[src/rtl/sync_arb_client.sv]
// Clocked front end for an M-to-1 asynchronous tree arbiter: turns level requests into
// 4-phase req/gnt handshakes and returns synchronised, registered grants to the clients.
module sync_arb_client #(
  parameter int MR       = 2,
  parameter int SYNC     = 2,
  parameter int HOLD_MAX = 0
) (
  input  logic          clk,
  input  logic          rst,
  input  logic [MR-1:0] usr_req,
  input  logic [MR-1:0] usr_done,
  output logic [MR-1:0] usr_gnt,
  output logic [MR-1:0] usr_abort,
  output logic [MR-1:0] arb_req,
  input  logic [MR-1:0] arb_gnt,
  output logic [MR-1:0] busy,
  output logic          err_mutex
);

  localparam logic [1:0]  S_IDLE    = 2'd0;
  localparam logic [1:0]  S_REQ     = 2'd1;
  localparam logic [1:0]  S_GRANT   = 2'd2;
  localparam logic [1:0]  S_REL     = 2'd3;
  localparam logic [15:0] HOLD_LAST = 16'(HOLD_MAX - 1);
  localparam bit          HOLD_EN   = (HOLD_MAX != 0);

  logic [MR-1:0] sync_q [SYNC];
  logic [MR-1:0] sync_d [SYNC];
  logic [MR-1:0] gs;

  logic [1:0]    state_q [MR];
  logic [1:0]    state_d [MR];
  logic [15:0]   hold_q  [MR];
  logic [15:0]   hold_d  [MR];

  logic [MR-1:0] arb_req_q,   arb_req_d;
  logic [MR-1:0] usr_gnt_q,   usr_gnt_d;
  logic [MR-1:0] usr_abort_q, usr_abort_d;
  logic [MR-1:0] busy_q,      busy_d;
  logic          err_mutex_q, err_mutex_d;
  logic          multi_gnt;

  assign gs = sync_q[SYNC-1];

  always_comb begin
    sync_d[0] = arb_gnt;
    for (int k = 1; k < SYNC; k++) begin
      sync_d[k] = sync_q[k-1];
    end
  end

  // Clearing the lowest set bit leaves something only when two or more grants are high.
  if (MR > 1) begin : g_mutex
    assign multi_gnt = |(gs & (gs - MR'(1)));
  end else begin : g_single
    assign multi_gnt = 1'b0;
  end

  always_comb begin
    err_mutex_d = err_mutex_q | multi_gnt;
    for (int i = 0; i < MR; i++) begin
      state_d[i]     = state_q[i];
      usr_abort_d[i] = 1'b0;
      case (state_q[i])
        S_IDLE: begin
          if (usr_req[i] && !gs[i]) state_d[i] = S_REQ;
        end
        S_REQ: begin
          if (gs[i]) state_d[i] = usr_req[i] ? S_GRANT : S_REL;
        end
        S_GRANT: begin
          if (usr_done[i]) begin
            state_d[i] = S_REL;
          end else if (HOLD_EN && (hold_q[i] == HOLD_LAST)) begin
            state_d[i]     = S_REL;
            usr_abort_d[i] = 1'b1;
          end
        end
        default: begin
          if (!gs[i]) state_d[i] = S_IDLE;
        end
      endcase
      // Counter reads 0 during the first GRANT cycle, so HOLD_LAST marks the last one.
      hold_d[i]    = ((state_q[i] == S_GRANT) && (state_d[i] == S_GRANT)) ?
                     hold_q[i] + 16'd1 : 16'd0;
      arb_req_d[i] = (state_d[i] == S_REQ) || (state_d[i] == S_GRANT);
      usr_gnt_d[i] = (state_d[i] == S_GRANT);
      busy_d[i]    = (state_d[i] != S_IDLE);
    end
  end

  // Outputs get their own flops so arb_req never glitches while the state changes.
  always_ff @(posedge clk or posedge rst) begin
    if (rst) begin
      for (int k = 0; k < SYNC; k++) sync_q[k] <= '0;
      for (int i = 0; i < MR; i++) begin
        state_q[i] <= S_IDLE;
        hold_q[i]  <= 16'd0;
      end
      arb_req_q   <= '0;
      usr_gnt_q   <= '0;
      usr_abort_q <= '0;
      busy_q      <= '0;
      err_mutex_q <= 1'b0;
    end else begin
      for (int k = 0; k < SYNC; k++) sync_q[k] <= sync_d[k];
      for (int i = 0; i < MR; i++) begin
        state_q[i] <= state_d[i];
        hold_q[i]  <= hold_d[i];
      end
      arb_req_q   <= arb_req_d;
      usr_gnt_q   <= usr_gnt_d;
      usr_abort_q <= usr_abort_d;
      busy_q      <= busy_d;
      err_mutex_q <= err_mutex_d;
    end
  end

  assign arb_req   = arb_req_q;
  assign usr_gnt   = usr_gnt_q;
  assign usr_abort = usr_abort_q;
  assign busy      = busy_q;
  assign err_mutex = err_mutex_q;

endmodule

[config.mk]
export PLATFORM = sky130hd
export DESIGN_NAME = sync_arb_client
export DESIGN_NICKNAME = d
export VERILOG_FILES = /design/src/rtl/sync_arb_client.sv
export SDC_FILE = /design/constraint.sdc
export NUM_CORES = 1
export LEC_CHECK = 0
export ABC_AREA = 1
export ABC_CLOCK_PERIOD_IN_PS = 1300
export CAP_MARGIN = 20
export CORE_UTILIZATION = 39
export CTS_CLUSTER_SIZE = 28
export DETAILED_ROUTE_END_ITERATION = 12
export HOLD_SLACK_MARGIN = 0.12
export PLACE_DENSITY_LB_ADDON = 0.3
export SLEW_MARGIN = 10
export SYNTH_ARGS = -nofsm -noshare
export SYNTH_HDL_FRONTEND = slang
export SYNTH_SLANG_ARGS = --single-unit
[constraint.sdc]
create_clock -name clk -period 1.3 [get_ports clk]
set_clock_uncertainty 0.1 [all_clocks]
set_input_delay 0.39 -clock clk [delete_from_list [all_inputs] [get_ports clk]]
set_output_delay 0.39 -clock clk [all_outputs]
set_load 0.01 [all_outputs]
; ---- Yosys cells after proc, flatten, opt, wreduce, memory -nomap -nowiden
; Index checks and enable logic that the tools add are counted.
; Widths: inputs -> output; s select.
[classes]
addsub = 1
eq_ne = 8
bitwise = 2
n_mux = 12
n_reduce_logical = 11
[ops]
columns = cell, count
row1 = $mux 2, 8
row2 = $pmux 2 s3, 2
row3 = $eq 2x1->1 const B, 4
row4 = $eq 2x2->1 const B, 4
row5 = $logic_not 2->1, 2
row6 = $reduce_bool 2->1, 2
row7 = $and 2x2->2, 1
row8 = $logic_and 1x1->1, 2
row9 = $logic_not 1->1, 2
row10 = $logic_or 1x1->1, 2
row11 = $mux 1, 2
row12 = $reduce_or 2->1, 1
row13 = $sub 2x1->2 const B, 1
row14 = $or 1x1->1, 1
[totals]
wordCells = 42
output_inout_bits = 9
inputBits = 8
regBits = 15

; ---- Depth between registers and ports, before layout
; Gate-level depths: netlist of the first run.
[logic_depth]
word_depth = 6
depth_mapped = 8
depth_no_buf = 8

; ---- Least setup slack after synthesis of the first run
; Ideal clock, no wire load.
[synth_timing]
kind = register to register
start = register state_q[0] (netlist bit)
end = register arb_req_q[1] (netlist: arb_req[1])
path_buffers = 0
required_time_ns = 1.074
t_arrival_ns = 0.958
setup_time_ns = 0.126
path_slack_ns = 0.116
stages_incl_launch_ff = 5
synth_period_minus_slack_ns = 1.184
cell_sequence = dfrtp_1 -> o21ai_0 -> nor2_1 -> nor2_1 -> ha_1
[synth_via]
elab_chain_len = 4
elab_cells_between_ends = 11
cone_classes = eq/ne: 4 / mux: 5 / reduce/logical: 2
[synth_lines]
columns = element, line_no
row1 = "start, declared", 31  ; logic [1:0] state_q [MR];
row2 = "start signal, assigned by index", 108  ; state_q[i] <= state_d[i];
row3 = $eq 2x2->1 (tied with other cells), 64  ; case (state_q[i])
row4 = $pmux 2 s3 *, 64
row5 = $eq 2x1->1 or $eq 2x2->1 (tied branches), 86  ; arb_req_d[i] = (state_d[i] == S_REQ) || (state_d[i] == S_GRANT);
row6 = $logic_or 1x1->1 *, 86
row7 = net arb_req_d[1], 36  ; logic [MR-1:0] arb_req_q, arb_req_d;
row8 = "end signal, assigned", 111  ; arb_req_q <= arb_req_d;
row9 = "end, declared", 36
; The timed path passes the listed nets; every way through them passes the cells marked *.

; ---- Worst setup path after layout of the first run
[layout_timing]
start = register err_mutex_q (netlist: err_mutex)
end = output port err_mutex
[layout_rtl]
columns = element, line_no
row1 = "start, declared", 40  ; logic err_mutex_q, err_mutex_d;
row2 = "start signal, assigned", 115  ; err_mutex_q <= err_mutex_d;
row3 = "end, declared", 17  ; output logic err_mutex
; No word-level cell between the ends.

==> results of run 1 <==
## path summary, 6_finish.rpt
path                       startpoint         end  slack [ns]
min reg2reg                 sync_d[0]       gs[0]        0.25
min                         sync_d[0]       gs[0]        0.25
max reg2reg                state_q[0]  usr_gnt[1]        0.03
max in group asynchronous         rst  state_q[0]        0.63
max                         err_mutex   err_mutex        0.02
min in group asynchronous         rst  usr_gnt[1]        0.29
## final cells by class
class / count / area [um^2] / area share (%)
Timing Repair Buffer: 20 / 151 / 18.2
Clock buffer: 3 / 22.5 / 2.70
Tap cell: 15 / 18.8 / 2.25
Sequential cell: 15 / 377 / 45.2
Inverter: 13 / 48.8 / 5.86
Multi-Input combinational cell: 26 / 210 / 25.2
Clock inverter: 1 / 5.00 / 0.601
## stage by stage
step	hold slack, ns	std cells
6_report	0.254	93
3_3_place_gp	0.233	85
5_1_grt	0.268	93
3_5_place_dp	0.235	85
2_1_floorplan	0.191	56
4_1_cts	0.255	92
## metal layers
metal | vias to the layer above | track usage (%) | wire, um
met5 | - | 0 | 0
met4 | 0 | 7.26 | 14
met3 | 2 | 8.15 | 63
met2 | 14 | 19.5 | 439
met1 | 184 | 17.1 | 397
li1 | 210 | - | -
## registers in the layout, indices dropped and copies added (netlist names)
name,flops
arb_req,2
busy,2
err_mutex,1
gs,2
state_q,4
sync_d,2
usr_gnt,2
## repair_timing
action | in CTS | in global routing
buffers inserted | 3 | 1
gates resized for setup | 34 | 11
cloned | 0 | 0
endpoints found under the hold margin | 0 | 0
endpoints found under the setup margin | 10 | 11
pin swaps | 4 | 8
## power by group through the flow
stage | combinational [uW] | clock (uW) | sequential [uW]
after global placement | 595 | 0 | 721
after CTS | 633 | 270 | 713
after detailed placement | 605 | 0 | 726
after global routing | 859 | 304 | 753
after floorplan | 322 | 0 | 758
final | 761 | 259 | 734
## Yosys cell counts
library cell,number
a21o_1,1
buf_4,2
conb_1,1
dfrtp_1,15
ha_1,3
inv_1,9
inv_2,4
nand2_1,6
nand2_2,2
nand3_1,3
nand3_2,2
nor2_1,2
o211ai_1,1
o21a_1,1
o21ai_0,1
o21ai_1,1
o21ai_2,1
## cell families after synthesis
logic type / after synthesis
fa+ha+maj: 3
simple gates: 15
compound gates: 6
other cells: 1
flops: 15
buf+inv: 15
==> impl_metrics.toml, run 1 <==
[die]
dieArea_mm2 = 0.00170
core-area_mm2 = 0.00137
start_util_pct = 43.9
io_pins = 17
die_h_um = 41.2
die_w_um = 41.2
fp-row-count = 13

[worst_setup_path]
crit_chain = "buf_2"
reg2regPathDepth = 5
slowest_delay_ns = 0.38
crit_arrival_ns = 0.79
path_depth = 1
crit_buf_inv = 1
cp_top_family = "flip-flops"
slowest_stage = "dfrtp_1"
path_max_fanout = 2
critPathLaunchType = "flip-flop"
path_class = "reg -> out"
worstPathRequired_ns = 0.81
endpoint_kind = "output port"

[layout]
drive_above_1_share_pct = 44.9
syn2layout_area_growth_pct = 39.0
final_core_util_pct = 61.0
layout_common_cells = "dfrtp_1, inv_1, inv_2, buf_2, buf_4"
num_antenna_cells = 0
fill_cells = 125
layout_commonest_cell = "dfrtp_1"
stdcell_area_um2 = 833
final_nets = 90

[synthesis]
synth_seq_area_share_pct = 62.6
yosysWarningCount = 0
synth_cells = 55
synth_cell_types = 17
synth_top_family_by_area = "simple AND/OR/NAND/NOR gates"
ys_ff_latch = 15
synth_compound_area_share_pct = 6.89
yosys.area_share.simple_pct = 12.9
yosysTopAreaCellShare_pct = 62.6
yosys.area.top_type = "dfrtp_1"
synth_area_um2 = 599
avgSynthCellArea_um2 = 10.9
synth-xor-area-share_pct = 0
synth.top_cells.by_area = "dfrtp_1, ha_1, inv_1, nand2_1, nand3_2"
synth_fa_ha_area_share_pct = 6.26
synthMuxAreaShare_pct = 0

[grt]
grt_pass1_wl_um = 1410
grt_pass1_vias = 328
antenna_found_initial = 0
grtUsageTotal_pct = 14.1
grt_max_degree = 16
overflow = 0

[clock_tree]
htreeDepth = 1
cts_hold_buf = 0
cts.sink_count = 15
cts_root_buf = "clkbuf_4"
clk_pin_slew_ns = 0.09
clk_latency_ns = 0.28
cts_buffers = 3
clockBufferDepth = 2
cts_tree = "done"

[min_path]
hp-class = "reg -> reg"
hold_depth = 0

[placement]
placed_area_um2 = 762
port-buffer-count = 14
hpwl_um = 591
gp_congestion = 0.578
pre_cts_ws_ns = -0.405

[power]
p_comb_share_pct = 43.4
switching_share_pct = 37.2
p_per_area_mw_per_mm2 = 2100
pwr-share-clk_pct = 14.8
max-vdd-ir-drop_mv = 1.05
power_leakage_uw = 0.000419
p_total_uw = 1750
p_sw_uw = 653
internal_power_uw = 1100
seqPwrFrac_pct = 41.8

[drt]
antenna_left = 0
drc = 0
drt_first_pass_iters = 4
drt_wl_total_um = 915
wl_per_cell_um = 9.84
drt-vias-per-instance = 4.41
drtIter0Drc = 2
dr_total_vias = 410

[timing]
finalMaxSlewViolations = 0
layout_setup_ws_ns = 0.0156
finalCritPeriodShare_pct = 98.8
final.setup.tns_ns = 0
final.min_clock_period_ns = 1.28
finalHoldViolations = 0
finalSetupViolations = 0
fmax_ghz = 0.779
rsz0062_at_grt = "true"

[job]
drv_cap = 0

[run_status]
status = "finished, final reports clean"
(Power assumes the default switching activity.)
==> run 2, diff against run 1 <==
--- a/config.mk
+++ b/config.mk
@@ -9,5 +9,5 @@
 export ABC_CLOCK_PERIOD_IN_PS = 1300
 export CAP_MARGIN = 20
-export CORE_UTILIZATION = 39
+export CORE_UTILIZATION = 40
 export CTS_CLUSTER_SIZE = 28
 export DETAILED_ROUTE_END_ITERATION = 12
==> constraint.sdc (replaced) <==
create_clock -name clk -period 1.3 [get_ports clk]
set_clock_uncertainty 0.1 [all_clocks]
set_input_delay 0.195 -clock clk [delete_from_list [all_inputs] [get_ports clk]]
set_output_delay 0.195 -clock clk [all_outputs]
set_load 0.01 [all_outputs]
==> run 2 against run 1 <==
- setup slack improved by 0.040 ns
- sequential share of layout area increased by 0.55 points
- total power decreased by 7.6%
- critical endpoint is now arb_req[1]
- largest power group is now sequential cells
==> impl_metrics.toml, run 2 (same netlist as run 1, synthesis figures left out) <==
[die]
io_pins = 17
fp-row-count = 13
start_util_pct = 44.4
dieArea_mm2 = 0.00166
core-area_mm2 = 0.00135
die_w_um = 40.7
die_h_um = 40.7

[layout]
layout_commonest_cell = "dfrtp_1"
largest_register_ffs = 4
layout_common_cells = "dfrtp_1, inv_1, dlygate4sd2_1"
final_nets = 87
num_antenna_cells = 0
layout.cells.non_filler = 90
regArea_um2 = 377
fill_cells = 130
regMostFlops = "state_q"
drive_above_1_share_pct = 29.3
syn2layout_area_growth_pct = 37.4
multi_input_area_um2 = 194

[worst_setup_path]
crit_arrival_ns = 1.30
reg2regPathDepth = 4
r2r_slack_ns = 0.06
crit_chain = "nand2_2, o21ai_2, nor2_1, ha_1"
critPathLaunchType = "flip-flop"
worstPathRequired_ns = 1.36
reg2reg_from = "state_q[0]"
path_class = "reg -> reg"
worstReg2RegEnd = "arb_req[1]"
crit_buf_inv = 0
path_max_fanout = 5
slowest_delay_ns = 0.45
endpoint_kind = "flip-flop"
cp_top_family = "flip-flops"
slowest_stage = "dfrtp_2"

[timing]
final.setup.tns_ns = 0
finalMaxSlewViolations = 0
finalHoldViolations = 0
rsz0062_at_grt = "true"
layout_setup_ws_ns = 0.0556
finalSetupViolations = 0
final.min_clock_period_ns = 1.24
holdWs_ns = 0.187
finalCritPeriodShare_pct = 95.7
fmax_ghz = 0.804

[min_path]
hold_depth = 3
hold_start = "usr_req[1]"
hold_path_end = "state_q[0]"
hp-class = "in -> reg"

[drt]
antenna_left = 0
wl_per_cell_um = 10.7
drtIter0Drc = 5
dr_total_vias = 405
drt-vias-per-instance = 4.50
drt_first_pass_iters = 4
drt_wl_total_um = 965
drc = 0

[power]
pwr-share-clk_pct = 15.3
switching_share_pct = 35.9
p_sw_uw = 582
max-vdd-ir-drop_mv = 0.970
power_leakage_uw = 0.000414
seqPwrFrac_pct = 45.1
internal_power_uw = 1040
p_per_area_mw_per_mm2 = 1970
p_comb_share_pct = 39.7

[clock_tree]
clk_latency_ns = 0.27
cts.sink_count = 15
cts_root_buf = "clkbuf_4"
cts_buffers = 3
cts_tree = "done"
clk_pin_slew_ns = 0.08
htreeDepth = 1
clockBufferDepth = 2

[placement]
port-buffer-count = 14
hpwl_um = 710
dpl.cell_count = 84
gp_congestion = 0.689
pre_cts_ws_ns = -0.268

[grt]
grt_max_degree = 16
grtUsageTotal_pct = 13.5
grt_pass1_vias = 350
overflow = 0
grt_pass1_wl_um = 1410
antenna_found_initial = 0

[run_status]
status = "finished, final reports clean"

[job]
drv_cap = 0
==> run 2: layer usage <==
| layer | vias to the layer above | track usage [%] | wire length, um |
|---|---|---|---|
| met2 | 9 | 21.0 | 531 |
| met4 | 0 | 10.0 | 0 |
| met3 | 0 | 0 | 29 |
| met5 | - | 0 | 0 |
| met1 | 192 | 18.2 | 405 |
| li1 | 204 | - | - |
==> run 2: repair_timing <==
| item | 4_1_cts | 5_1_grt |
|---|---|---|
| hold endpoints to repair | 15 | 0 |
| endpoints found under the setup margin | 8 | 2 |
| buffers inserted | 0 | 1 |
| hold buffers | 1 | 0 |
| gates resized for setup | 8 | 9 |
| pin swaps | 1 | 5 |
==> run 2: worst register-to-register path, stage by stage (launching register included) <==
cell     delay (ns)
dfrtp_2        0.45
nand2_2        0.10
o21ai_2        0.06
nor2_1         0.17
ha_1           0.25
==> run 2: power groups by stage <==
stage               clock network (uW)  registers (uW)  logic, uW
floorplan                            0             758        322
global placement                     0             720        592
detailed placement                   0             730        618
CTS                                260             717        567
global route                       287             746        733
finish                             247             730        643
==> run 2: worst max path at each step <==
stage / startpoint / depth (start not counted) / endpoint / slack (ns)
after CTS: usr_req[1] / 6 / arb_req[1] / 0.01
after floorplan: state_q[0] / 4 / arb_req[1] / 0.12
final: state_q[0] / 4 / arb_req[1] / 0.06
after global routing: state_q[2] / 8 / arb_req[0] / -0.009
after global placement: usr_req[1] / 6 / arb_req[1] / -0.22
after detailed placement: usr_req[1] / 6 / arb_req[1] / -0.27
==> run 2: cell type report <==
cell class | count | share of cell area [%]
Clock buffer | 4 | 3.19
Sequential cell | 15 | 45.7
Timing Repair Buffer | 17 | 19.3
Tap cell | 15 | 2.28
Inverter | 13 | 5.93
Multi-Input combinational cell | 26 | 23.6
==> run 2: through the flow <==
stage,cell area [um^2],util (%),power (uW)
6_report,823,61.0,1620
5_1_grt,823,61.0,1770
4_1_cts,782,57.9,1540
3_5_place_dp,754,55.9,1350
3_3_place_gp,754,55.9,1310
2_1_floorplan,603,-,1080
